`config.mk`:
```
export PLATFORM = sky130hd
export DESIGN_NAME = mem_arbiter
export DESIGN_NICKNAME = d
export VERILOG_FILES = /design/src/rtl/mem_arb_pkg.sv /design/src/rtl/rr_arb2.sv /design/src/rtl/mem_arbiter.sv
export SDC_FILE = /design/constraint.sdc
export NUM_CORES = 1
export LEC_CHECK = 0
export CORE_MARGIN = 2
export CORE_UTILIZATION = 42
export CTS_BUF_LIST = sky130_fd_sc_hd__clkbuf_4
export CTS_CLUSTER_DIAMETER = 50
export CTS_CLUSTER_SIZE = 20
export DETAILED_ROUTE_END_ITERATION = 12
export PLACE_DENSITY = 0.82
export SLEW_MARGIN = 20
export SYNTH_ARGS = -nofsm -noshare
export SYNTH_HDL_FRONTEND = slang
export SYNTH_SLANG_ARGS = --single-unit
```
`constraint.sdc`:
```
create_clock -name clk -period 2.6 [get_ports clk]
set_clock_uncertainty 0.1 [all_clocks]
set_input_delay 0.26 -clock clk [delete_from_list [all_inputs] [get_ports clk]]
set_output_delay 0.26 -clock clk [all_outputs]
set_load 0.02 [all_outputs]
```
`src/rtl/mem_arb_pkg.sv`:
```
// mem_arb_pkg: shared state encoding, owner codes and latency counter width for mem_arbiter
package mem_arb_pkg;
  typedef enum logic [1:0] {IDLE, ACCESS, RESP} state_t;
  localparam logic OWN_CPU = 1'b0;
  localparam logic OWN_DMA = 1'b1;
  localparam int LCW = 2;
endpackage

```
`src/rtl/rr_arb2.sv`:
```
// rr_arb2: two-way round-robin pick; on a tie the requester not granted last time wins
module rr_arb2 (
  input  logic       req0_i,
  input  logic       req1_i,
  input  logic       last_gnt_i,
  output logic [1:0] gnt_o,
  output logic       win_o
);
  assign win_o = (req0_i & req1_i) ? ~last_gnt_i : req1_i;
  assign gnt_o = (req0_i | req1_i) ? (win_o ? 2'b10 : 2'b01) : 2'b00;
endmodule

```
`src/rtl/mem_arbiter.sv`:
```
// mem_arbiter: serialises CPU and DMA accesses onto one fixed-latency memory,
// returning a one-cycle ack and registered read data per completed access.
module mem_arbiter
  import mem_arb_pkg::*;
#(
  parameter int AW      = 32,
  parameter int DW      = 32,
  parameter int MEM_LAT = 1
) (
  input  logic          clk,
  input  logic          reset,
  input  logic          cpu_req,
  input  logic          cpu_we,
  input  logic [AW-1:0] cpu_adr,
  input  logic [DW-1:0] cpu_wdata,
  output logic [DW-1:0] cpu_rdata,
  output logic          cpu_ack,
  input  logic          dma_req,
  input  logic          dma_we,
  input  logic [AW-1:0] dma_adr,
  input  logic [DW-1:0] dma_wdata,
  output logic [DW-1:0] dma_rdata,
  output logic          dma_ack,
  output logic [AW-1:0] mem_adr,
  output logic [DW-1:0] mem_wdata,
  output logic          mem_we,
  input  logic [DW-1:0] mem_rdata,
  output logic          busy,
  output logic          owner
);
  state_t         state_q;
  logic [LCW-1:0] lat_q;
  logic           last_gnt_q;
  logic           we_q;
  logic           win;
  logic [1:0]     gnt;

  rr_arb2 u_arb (
    .req0_i    (cpu_req),
    .req1_i    (dma_req),
    .last_gnt_i(last_gnt_q),
    .gnt_o     (gnt),
    .win_o     (win)
  );

  assign busy = state_q != IDLE;

  // we_q remembers read/write for the whole access since mem_we only strobes once
  always_ff @(posedge clk or negedge reset) begin
    if (!reset) begin
      state_q    <= IDLE;
      lat_q      <= '0;
      last_gnt_q <= OWN_DMA;
      we_q       <= 1'b0;
      owner      <= OWN_CPU;
      mem_adr    <= '0;
      mem_wdata  <= '0;
      mem_we     <= 1'b0;
      cpu_ack    <= 1'b0;
      dma_ack    <= 1'b0;
      cpu_rdata  <= '0;
      dma_rdata  <= '0;
    end else begin
      cpu_ack <= 1'b0;
      dma_ack <= 1'b0;
      case (state_q)
        IDLE: if (|gnt) begin
          state_q    <= ACCESS;
          owner      <= win;
          last_gnt_q <= win;
          lat_q      <= LCW'(MEM_LAT - 1);
          mem_adr    <= win ? dma_adr : cpu_adr;
          mem_wdata  <= win ? dma_wdata : cpu_wdata;
          mem_we     <= win ? dma_we : cpu_we;
          we_q       <= win ? dma_we : cpu_we;
        end
        ACCESS: begin
          mem_we <= 1'b0;
          lat_q  <= lat_q - LCW'(1);
          if (lat_q == '0) begin
            state_q <= RESP;
            cpu_ack <= owner == OWN_CPU;
            dma_ack <= owner == OWN_DMA;
            if (!we_q && owner == OWN_CPU) cpu_rdata <= mem_rdata;
            if (!we_q && owner == OWN_DMA) dma_rdata <= mem_rdata;
          end
        end
        default: state_q <= IDLE;
      endcase
    end
  end
endmodule

```
==> results.cfg <==
[critical_path]
crit_chain = nor2_1 > inv_1 > clkdlybuf4s50_1
critPathCaptureType = primary output
r2r-end = dma_rdata[17]
cp.arrival_ns = 1.93
rrSetupSlack_ns = 0.49
r2r_cells = 6
crit_type = reg -> out
reg2reg_from = lat_q[0]
critPathLaunch = state_q[0]
max_stage_delay_ns = 0.57
crit_fanout = 5
critPathSlowestCell = clkdlybuf4s50_1
crit_required_ns = 2.24
cp-start-kind = flip-flop

[drt]
drt_iter0_drc = 103
wirelength_mm = 16.0
routedWlPerCell_um = 18.1
drt-pass1-iter-count = 4
drc = 0
via_per_inst = 4.88
vias = 4315
postRouteAntennaNets = 0

[layout]
n_antenna_cell = 0
drive_gt1_share_pct = 33.1
nNetsFinal = 855
final_area_um2 = 9760
area_growth_pct = 56.3
fin_cells = 884

[logic_synthesis]
synth_compound_area_share_pct = 0.902
syn_inst = 380
synth-seq-area-share_pct = 55.3
synthSimpleGateAreaFrac_pct = 1.00
synth_cell_type_count = 22
synthXorXnorAreaFrac_pct = 0
netlist_area_um2 = 6240
syn_nets = 547
synth_adder_area_share_pct = 0.200
synth_top_family_by_area = multiplexers
avgSynthCellArea_um2 = 16.4
synthMuxAreaShare_pct = 39.9
synth-seq-cells = 138
yosys_warnings = 0

[sta]
slew-limit-headroom_pct = 66.8
final_max_slew_viol_count = 0
finalHoldViolCount = 0
min_period_ns = 2.29
fin_tns_setup_ns = 0
finalCritPeriodShare_pct = 88.2
tightestPinTransition_ns = 0.498
finalSetupViolations = 0
rsz0062_at_grt = no
fmax_mhz = 436

[pwr]
p_leak_nw = 4.22
fin_total_pwr_mw = 11.5
power_density_nw_per_um2 = 1180
ir_drop_mv = 0.498

[grt]
grt_max_degree = 56
grt_usage_pct = 20.6
grt_pass1_vias = 4832
antenna_found_initial = 0
overflow = 0
grt_pass1_wl_mm = 25.3

[placed_design]
dp.cells = 852
postPlaceCellArea_um2 = 9480
portBuffers = 298
gp_congestion = 0.819
dp_hpwl_mm = 12.3

[cts]
path_clk_slew_ns = 0.13
htreeDepth = 4
cts_sinks = 138
cts_tree = built
cts-root-buf = clkbuf_4
cts_buffers = 17
cts.path.max_buffers = 2
clock_latency_ns = 0.52

[worst_hold_path]
hold_class = in -> async

[floorplanning]
initial_core_util_pct = 43.0
die_y_um = 126
dieArea_um2 = 15900
die_x_um = 126
num_io_pins = 299
core_um2 = 14500
row_count = 44

[status]
status = finished, final reports clean

[run]
maxCapViolations = 0
-- logic make-up (layout without fill, tap and decap cells) --
logic type                 count (synthesis)  count (layout)
AOI/OAI and AO/OA                          9               9
muxes                                    195             195
buffers and inverters                     26             346
adders and majority gates                  1               1
DFF                                      138             138
and+or+nand+nor                           11              11
-- placed cells by master (no fill, tap or decap), drive strengths merged --
| cell | Yosys | routed |
|---|---|---|
| inv | 6 | 8 |
| dfrtp | 137 | 137 |
| clkdlybuf4s50 | 0 | 297 |
| nor3 | 2 | 2 |
| o21a | 1 | 1 |
| a21bo | 1 | 1 |
| o21ai | 3 | 3 |
| a31oi | 1 | 1 |
| o22ai | 2 | 2 |
| clkinv | 0 | 5 |
| mux2 | 192 | 192 |
| dfstp | 1 | 1 |
| a21oi | 1 | 1 |
| nand2 | 3 | 3 |
| nand2b | 2 | 2 |
| bufinv | 0 | 2 |
| mux2i | 3 | 3 |
| clkbuf | 0 | 19 |
| ha | 1 | 1 |
| nor2 | 3 | 3 |
| clkinvlp | 0 | 3 |
| dlygate4sd3 | 0 | 1 |
| buf | 20 | 11 |
| nand3b | 1 | 1 |
-- synthesized netlist by cell type, drive strengths merged --
library cell	n	share of area [%]
a21bo	1	0.16
a21oi	1	0.080
a31oi	1	0.10
buf	20	2.3
dfrtp	137	55
dfstp	1	0.42
ha	1	0.20
inv	6	0.36
mux2	192	39
mux2i	3	0.48
nand2	3	0.18
nand2b	2	0.20
nand3b	1	0.12
nor2	3	0.18
nor3	2	0.32
o21a	1	0.12
o21ai	3	0.24
o22ai	2	0.20
-- worst max path at each step --
stage | end | slack [ns]
after detailed placement | mem_wdata[3] | 0.43
final | busy | 0.31
after global routing | busy | 0.15
after CTS | busy | 0.25
after floorplan | cpu_rdata[11] | 0.81
after global placement | mem_wdata[3] | 0.48
-- layer usage --
metal / global-route usage (%) / up-vias / share of wire [%]
met2: 35.1 / 226 / 50
met5: 0 / - / 0
met1: 23.3 / 2094 / 39
met3: 8.54 / 26 / 9.6
met4: 6.98 / 0 / 1.9
li1: - / 1969 / -
-- cell type report --
type                       count  area (um^2)
fill                         987         4780
sequential                   138         3450
timing repair buffer         309         3130
multi-input combinational    216         2650
tap                          184          230
clock buffer                  19          143
clock inverter                12          125
inverter                       6         22.5
-- report_power, final --
group          internal (mW)  switching, mW  leakage (nW)
combinational           3.56           2.77          2.43
clock                  0.582          0.779         0.138
sequential              3.23          0.610          1.65
-- critical path, delay by kind of cell, from the launching register on --
family,cells,cell delay [ns]
flops,1,0.41
simple gates,1,0.32
buf+inv,2,0.68
-- registers in the layout (all words and copies together), names as in the netlist --
signal,cells
cpu_rdata,32
dma_rdata,32
mem_adr,32
mem_wdata,32
lat_q,2
state_q,2
cpu_ack,1
dma_ack,1
last_gnt_q,1
mem_we,1
owner,1
we_q,1
-- metrics by stage --
step	hold WS, ns	utilization (%)	setup slack, ns
after floorplan	-0.136	-	0.813
after detailed placement	0.144	65.2	0.429
after global routing	0.128	67.1	0.152
after global placement	0.134	65.2	0.482
final	0.144	67.1	0.308
after CTS	0.115	67.1	0.253
-- repair_timing --
action | CTS | global route
buffers inserted | 0 | 0
hold buffers | 1 | 0
resized for setup | 0 | 0
endpoints found under the hold margin | 130 | 0
Power figures use the tool's default switching activity.
